### config.mk
export PLATFORM = sky130hd
export DESIGN_NAME = datapath_bus
export DESIGN_NICKNAME = d
export VERILOG_FILES = /design/src/rtl/datapath_bus.sv
export SDC_FILE = /design/constraint.sdc
export NUM_CORES = 1
export LEC_CHECK = 0
export CAP_MARGIN = 20
export CORE_MARGIN = 2
export CORE_UTILIZATION = 54
export DETAILED_ROUTE_END_ITERATION = 8
export PLACE_DENSITY = 0.88
export SETUP_SLACK_MARGIN = 0.02
export SKIP_CTS_REPAIR_TIMING = 1
export SYNTH_ARGS = -nofsm -noshare
export SYNTH_HDL_FRONTEND = slang
export SYNTH_SLANG_ARGS = --single-unit
### constraint.sdc
create_clock -name clk -period 6.15 [get_ports clk]
set_input_delay 1.23 -clock clk [delete_from_list [all_inputs] [get_ports clk]]
set_output_delay 1.23 -clock clk [all_outputs]
set_load 0.05 [all_outputs]
### src/rtl/datapath_bus.sv
// rtl/datapath_bus.sv - shared-bus register datapath with ALU; DATAPATH_MULT_ITER_EN selects iterative multiply
module datapath_bus (
    input  logic        clk,
    input  logic        rst,
    input  logic [15:0] write_en,
    input  logic [15:0] inc_en,
    input  logic [15:0] clr_en,
    input  logic [3:0]  read_en,
    input  logic [2:0]  alu_op,
    output logic [15:0] z,
    output logic        alu_busy,
    output logic [15:0] im_addr,
    input  logic [15:0] im_rdata,
    output logic [15:0] dm_addr,
    output logic [15:0] dm_wdata,
    output logic        dm_we,
    input  logic [15:0] dm_rdata,
    output logic [15:0] bus
);

    localparam logic [2:0] OP_ADD = 3'd1;
    localparam logic [2:0] OP_SUB = 3'd2;
    localparam logic [2:0] OP_MUL = 3'd3;
    localparam logic [2:0] OP_LSH = 3'd4;

    logic [15:0] pc_q, pc_d, ar_q, ar_d, ir_q, ir_d, ac_q, ac_d, r_q, r_d;
    logic [15:0] r1_q, r1_d, r2_q, r2_d, r3_q, r3_d, r4_q, r4_d;
    logic        alu_wr;
    logic [15:0] alu_res;

    function automatic logic [15:0] next_reg(input logic clr, input logic wr, input logic inc,
                                             input logic [15:0] bus_v, input logic [15:0] cur);
        logic [15:0] n;
        if (clr)             n = 16'h0000;
        else if (wr && inc)  n = bus_v + 16'd1;
        else if (wr)         n = bus_v;
        else if (inc)        n = cur + 16'd1;
        else                 n = cur;
        return n;
    endfunction

    always_comb begin
        bus = 16'h0000;
        case (read_en)
            4'd1:    bus = pc_q;
            4'd2:    bus = ar_q;
            4'd4:    bus = ir_q;
            4'd5:    bus = ac_q;
            4'd6:    bus = r_q;
            4'd7:    bus = r1_q;
            4'd8:    bus = r2_q;
            4'd9:    bus = r3_q;
            4'd10:   bus = r4_q;
            4'd12:   bus = dm_rdata;
            4'd13:   bus = im_rdata;
            default: bus = 16'h0000;
        endcase
    end

`ifdef DATAPATH_MULT_ITER_EN
    typedef enum logic {IDLE, MUL} state_t;

    state_t      state_q, state_d;
    logic [4:0]  cnt_q, cnt_d;
    logic [15:0] mcand_q, mcand_d, mplier_q, mplier_d, prod_q, prod_d;
    logic [15:0] prod_step;

    // Shift-add: only the low 16 product bits are ever needed, so everything stays 16 wide.
    always_comb begin
        state_d   = state_q;
        cnt_d     = cnt_q;
        mcand_d   = mcand_q;
        mplier_d  = mplier_q;
        prod_d    = prod_q;
        alu_wr    = 1'b0;
        alu_res   = 16'h0000;
        prod_step = prod_q + (mplier_q[0] ? mcand_q : 16'h0000);
        if (state_q == IDLE) begin
            case (alu_op)
                OP_ADD: begin alu_wr = 1'b1; alu_res = ac_q + r_q; end
                OP_SUB: begin alu_wr = 1'b1; alu_res = ac_q - r_q; end
                OP_LSH: begin alu_wr = 1'b1; alu_res = ac_q << r_q[3:0]; end
                OP_MUL: begin
                    state_d  = MUL;
                    cnt_d    = 5'd0;
                    mcand_d  = ac_q;
                    mplier_d = r_q;
                    prod_d   = 16'h0000;
                end
                default: ;
            endcase
        end else begin
            prod_d   = prod_step;
            mcand_d  = mcand_q << 1;
            mplier_d = mplier_q >> 1;
            cnt_d    = cnt_q + 5'd1;
            if (cnt_q == 5'd15) begin
                state_d = IDLE;
                cnt_d   = 5'd0;
                alu_wr  = 1'b1;
                alu_res = prod_step;
            end
        end
    end

    always_ff @(posedge clk) begin
        if (rst) begin
            state_q  <= IDLE;
            cnt_q    <= 5'd0;
            mcand_q  <= 16'h0000;
            mplier_q <= 16'h0000;
            prod_q   <= 16'h0000;
        end else begin
            state_q  <= state_d;
            cnt_q    <= cnt_d;
            mcand_q  <= mcand_d;
            mplier_q <= mplier_d;
            prod_q   <= prod_d;
        end
    end

    assign alu_busy = (state_q == MUL);
`else
    logic [31:0] mul_full;

    assign mul_full = ac_q * r_q;

    always_comb begin
        alu_wr  = 1'b0;
        alu_res = 16'h0000;
        case (alu_op)
            OP_ADD: begin alu_wr = 1'b1; alu_res = ac_q + r_q; end
            OP_SUB: begin alu_wr = 1'b1; alu_res = ac_q - r_q; end
            OP_MUL: begin alu_wr = 1'b1; alu_res = mul_full[15:0]; end
            OP_LSH: begin alu_wr = 1'b1; alu_res = ac_q << r_q[3:0]; end
            default: ;
        endcase
    end

    assign alu_busy = 1'b0;
`endif

    always_comb begin
        pc_d = next_reg(clr_en[1],  write_en[1],  inc_en[1],  bus, pc_q);
        ar_d = next_reg(clr_en[2],  write_en[2],  inc_en[2],  bus, ar_q);
        ir_d = next_reg(clr_en[3],  write_en[3],  inc_en[3],  bus, ir_q);
        r_d  = next_reg(clr_en[5],  write_en[5],  inc_en[5],  bus, r_q);
        r4_d = next_reg(clr_en[7],  write_en[7],  inc_en[7],  bus, r4_q);
        r3_d = next_reg(clr_en[8],  write_en[8],  inc_en[8],  bus, r3_q);
        r2_d = next_reg(clr_en[9],  write_en[9],  inc_en[9],  bus, r2_q);
        r1_d = next_reg(clr_en[10], write_en[10], inc_en[10], bus, r1_q);
        // AC: clear beats the ALU, the ALU beats any bus write or increment.
        if (clr_en[4])   ac_d = 16'h0000;
        else if (alu_wr) ac_d = alu_res;
        else             ac_d = next_reg(1'b0, write_en[4], inc_en[4], bus, ac_q);
    end

    always_ff @(posedge clk) begin
        if (rst) begin
            pc_q <= 16'h0000;
            ar_q <= 16'h0000;
            ir_q <= 16'h0000;
            ac_q <= 16'h0000;
            r_q  <= 16'h0000;
            r1_q <= 16'h0000;
            r2_q <= 16'h0000;
            r3_q <= 16'h0000;
            r4_q <= 16'h0000;
        end else begin
            pc_q <= pc_d;
            ar_q <= ar_d;
            ir_q <= ir_d;
            ac_q <= ac_d;
            r_q  <= r_d;
            r1_q <= r1_d;
            r2_q <= r2_d;
            r3_q <= r3_d;
            r4_q <= r4_d;
        end
    end

    logic unused_strobes;
    assign unused_strobes = ^{write_en[15:12], write_en[6], write_en[0],
                              inc_en[15:11], inc_en[6], inc_en[0],
                              clr_en[15:11], clr_en[6], clr_en[0]};

    assign z        = {15'h0000, (ac_q == 16'h0000)};
    assign im_addr  = pc_q;
    assign dm_addr  = ar_q;
    assign dm_wdata = bus;
    assign dm_we    = write_en[11];

endmodule

==> summary.txt <==
Pwr
  – Clock share of power: 0.328
  – Sw frac: 0.391
  – Leak Pwr: approximately 8.5 nW
  – Final Power: approximately 0.0034 W
  – Max VDD drop: 0.000197 V
  – Flop pwr share: 0.313
  – Psw: between 0.001 and 0.0015 W
  – Comb power frac: 0.359
  – PD cells: 159 mW/mm²
  – Int Pwr: around 0.0021 W

Setup path
  – Largest stage delay, worst path: slightly above 600 ps
  – CP required: around 6500 ps
  – CP top delay family: adder cells
  – Worst path most repeated cell: fa_1
  – Worst reg-to-reg path cell count: 18
  – Crit-path cells: buf_4 > nand2_1 > fa_1 > fa_1 > inv_1 > fa_1 > fa_1 > inv_1 > fa_1 > fa_1 > inv_1 > ha_1 > or3_1 > a2111oi_0 > buf_4 > nor3_1 > nand3b_1 > a21oi_1
  – Worst Setup EP: ac_q[15]
  – Worst Path Max Fanout: 8
  – RR Endpoint: ac_q[15]
  – CP Launch Point: ac_q[1]
  – Worst path arrival time: 6270 ps
  – Critical-path top delay cell: dfxtp_1
  – CP startpoint kind: flop
  – CP bufs+invs: 5
  – Flop2flop setup slack: 260 ps
  – CP Capture Type: flop
  – R2r startpoint: ac_q[1]
  – CP Class: reg2reg
  – WP depth: 18

Synth
  – Post-Syn Area per Cell: between 7 and 8 µm²
  – Number of synthesized flops with an enable pin: 0
  – Area leader, netlist: dfxtp_1
  – Post-synthesis cell count: approximately 2400
  – Sequential element share of the synthesized area: 0.157
  – Post-synthesis mux area share: 0.0474
  – Xor-xnor portion of the synthesized cell area: 0.111
  – Largest family of logic cells by synthesized area: simple AND/OR/NAND/NOR gates
  – Synth Area in Compound Gates: 0.213
  – Post-Synth Adder-Cell Area: 0.142
  – FF+latch count, synth: ~140
  – Synth cell types: 94
  – Post-synth ARST share: 0
  – Ranking of synthesized cells by area: dfxtp_1 (16%), fa_1 (8.8%), xnor2_1 (6.7%)
  – Ys Warns: 0
  – Ys flop type: dfxtp_1
  – Synthesized area: between 0.015 and 0.02 mm²
  – Post-synth top area share: 0.157
  – Synth Area in Simple Gates: 0.236
  – Most used standard cell by instance count after synthesis: nand2_1
  – Synth cell count leaders: nand2_1 (218), nor2_1 (204), inv_1 (163)

Die
  – IO Count: between 150 and 200
  – Initial Utilization: 0.547
  – Die X: ~190 µm
  – Vert. Die Dim: approximately 190 µm
  – DIE AREA: between 0.03 and 0.04 mm²
  – Core Region: roughly 0.034 mm²
  – FP Rows: 67

Global route
  – Global-route wire length before repair: 120000 µm
  – Pin count of the biggest net entering global routing: 37
  – Initial antenna violation count: 7
  – All-Layer GR Usage: 0.451
  – Vias in the first global route: slightly below 20000
  – Grt ovf: 0

Clocking
  – # H-tree levels: 4
  – Worst skew pair latency: 460 ps
  – Clk buf depth: 2
  – Root buffer cell: clkbuf_16
  – TritonCTS Buffers: 17
  – CTS clk-pin slew, worst paths: roughly 70 ps
  – Sink Count: between 100 and 150
  – CTS tree: yes

Timing
  – Fin. Hold Viols: 0
  – Final min period: slightly below 6000 ps
  – Fmax: roughly 170 MHz
  – Final setup viols: 0
  – Tcrit/Tclk final: 0.957
  – Final TNS setup: 0 ps
  – RSZ-0062 raised after global routing: false
  – Slew Viols, Final: 0
  – Slew @ Worst Pin: between 1000 and 1500 ps
  – Slew margin rel.: 0.297
  – Setup Skew: between 10 and 15 ps

Routing
  – Drt wl/cell: between 20 and 30 µm
  – Antenna viol nets, final: 0
  – DRC viols: 0
  – WL final: 81100 µm
  – Pre-antenna DRT Iters: 9
  – Vias after detailed routing: around 20000
  – Vias per cell: 6.83
  – Initial DRC count: 2796

Min path
  – Instance count along the most critical hold path: 2
  – Min-Delay Path Class: reg2reg

Cells and area
  – Layout Nets: around 2700
  – Area Growth Syn to Fin: 15.9%
  – Layout fillers: around 2900
  – Layout cells sized above 1: 0.120

Placed design
  – Number of port buffers: ~130
  – Detailed placement HPWL: ~60000 µm
  – Placer Congestion: around 1.1

Status
  – Status: completed

Flow run
  – Max-cap violation count: 0
[stage by stage]
step / util / setup slack, ps / area (µm²) / cells / hold slack, ps
finish: 0.634 / 263 / 21300 / 2943 / 625
global route: 0.634 / 24.8 / 21300 / 2940 / 661
CTS: 0.633 / 147 / 21200 / 2938 / 632
detailed placement: 0.615 / 176 / 20600 / 2906 / 623
global placement: 0.615 / 260 / 20600 / 2906 / 605
floorplan: - / 29.1 / 18400 / 2398 / 563
[power by group through the flow]
| stage | sequential [W] | combinational (W) | clock, W |
|---|---|---|---|
| after floorplan | 0.00105 | 0.000739 | 0 |
| after global placement | 0.00107 | 0.00114 | 0 |
| after detailed placement | 0.00107 | 0.00116 | 0 |
| after CTS | 0.00105 | 0.00117 | 0.00110 |
| after global routing | 0.00106 | 0.00127 | 0.00114 |
| final | 0.00106 | 0.00121 | 0.00111 |
[worst min-delay path by stage]
stage                   from        to
global route        r2_q[15]  r2_q[15]
global placement    r4_q[11]  r4_q[11]
finish              r2_q[15]  r2_q[15]
CTS                 r2_q[15]  r2_q[15]
floorplan           r4_q[11]  r4_q[11]
detailed placement  r2_q[15]  r2_q[15]
[worst reg2reg max path, cell delays in order (launching register included)]
cell and delay, ps:
dfxtp_1 610, buf_4 230, nand2_1 90, fa_1 480, fa_1 540, inv_1 50, fa_1 470, fa_1 560
inv_1 60, fa_1 520, fa_1 570, inv_1 60, ha_1 200, or3_1 350, a2111oi_0 340, buf_4 190
nor3_1 40, nand3b_1 250, a21oi_1 200
[sequential cells by signal, summed over array words and instances (netlist names)]
name     cells
ac_q        16
dm_addr     16
im_addr     16
ir_q        16
r1_q        16
r2_q        16
r3_q        16
r4_q        16
r_q         16
[per-layer routing]
metal | GRT usage | up-vias | share of wire
met4 | 0.360 | 4 | 0.098
met2 | 0.696 | 1631 | 0.43
met1 | 0.530 | 9333 | 0.35
li1 | - | 8600 | -
met3 | 0.121 | 522 | 0.12
met5 | 0 | - | 0.00035
[area by class of cell]
class                   instances  area (µm²)  share of cell area
diodes                          3        7.51            0.000353
clock buffers                  20         437              0.0205
clock inverters                12         161             0.00759
inverters                     172         646              0.0304
multi-input cells            1859       13800               0.649
flip-flops and latches        144        2890               0.136
well taps                     448         561              0.0264
repair buffers                285        2760               0.130
[cell usage in the layout (no fill, tap or decap), types with 20 or more instances in the layout]
cell type        Yosys  final
buf_4               43    154
nand4_1             49     49
buf_12               1     29
inv_1              163    163
nor4_1              28     28
a22oi_1             30     30
fa_1                81     81
nand2_1            218    218
o21ai_0             76     76
nand2b_1            20     20
mux2i_1             43     43
nor2_1             204    204
clkdlybuf4s50_1      0     97
and4_1              21     21
a21oi_1            116    116
and2_1              69     69
and3_1              39     39
xor2_1              89     89
nor3_1              53     53
a2111oi_0           25     23
dfxtp_1            144    135
xnor2_1            141    141
nand3_1             73     73
a211oi_1            74     74
ha_1                78     78
[logic make-up after synthesis]
group                    count (synthesis)
AO/OA/AOI/OAI                          531
XOR/XNOR                               231
adder cells (fa/ha/maj)                159
buffers and inverters                  395
flip-flops                             144
multiplexers                            70
other                                    1
AND/OR/NAND/NOR                        852
Power figures use the tool's default switching activity.
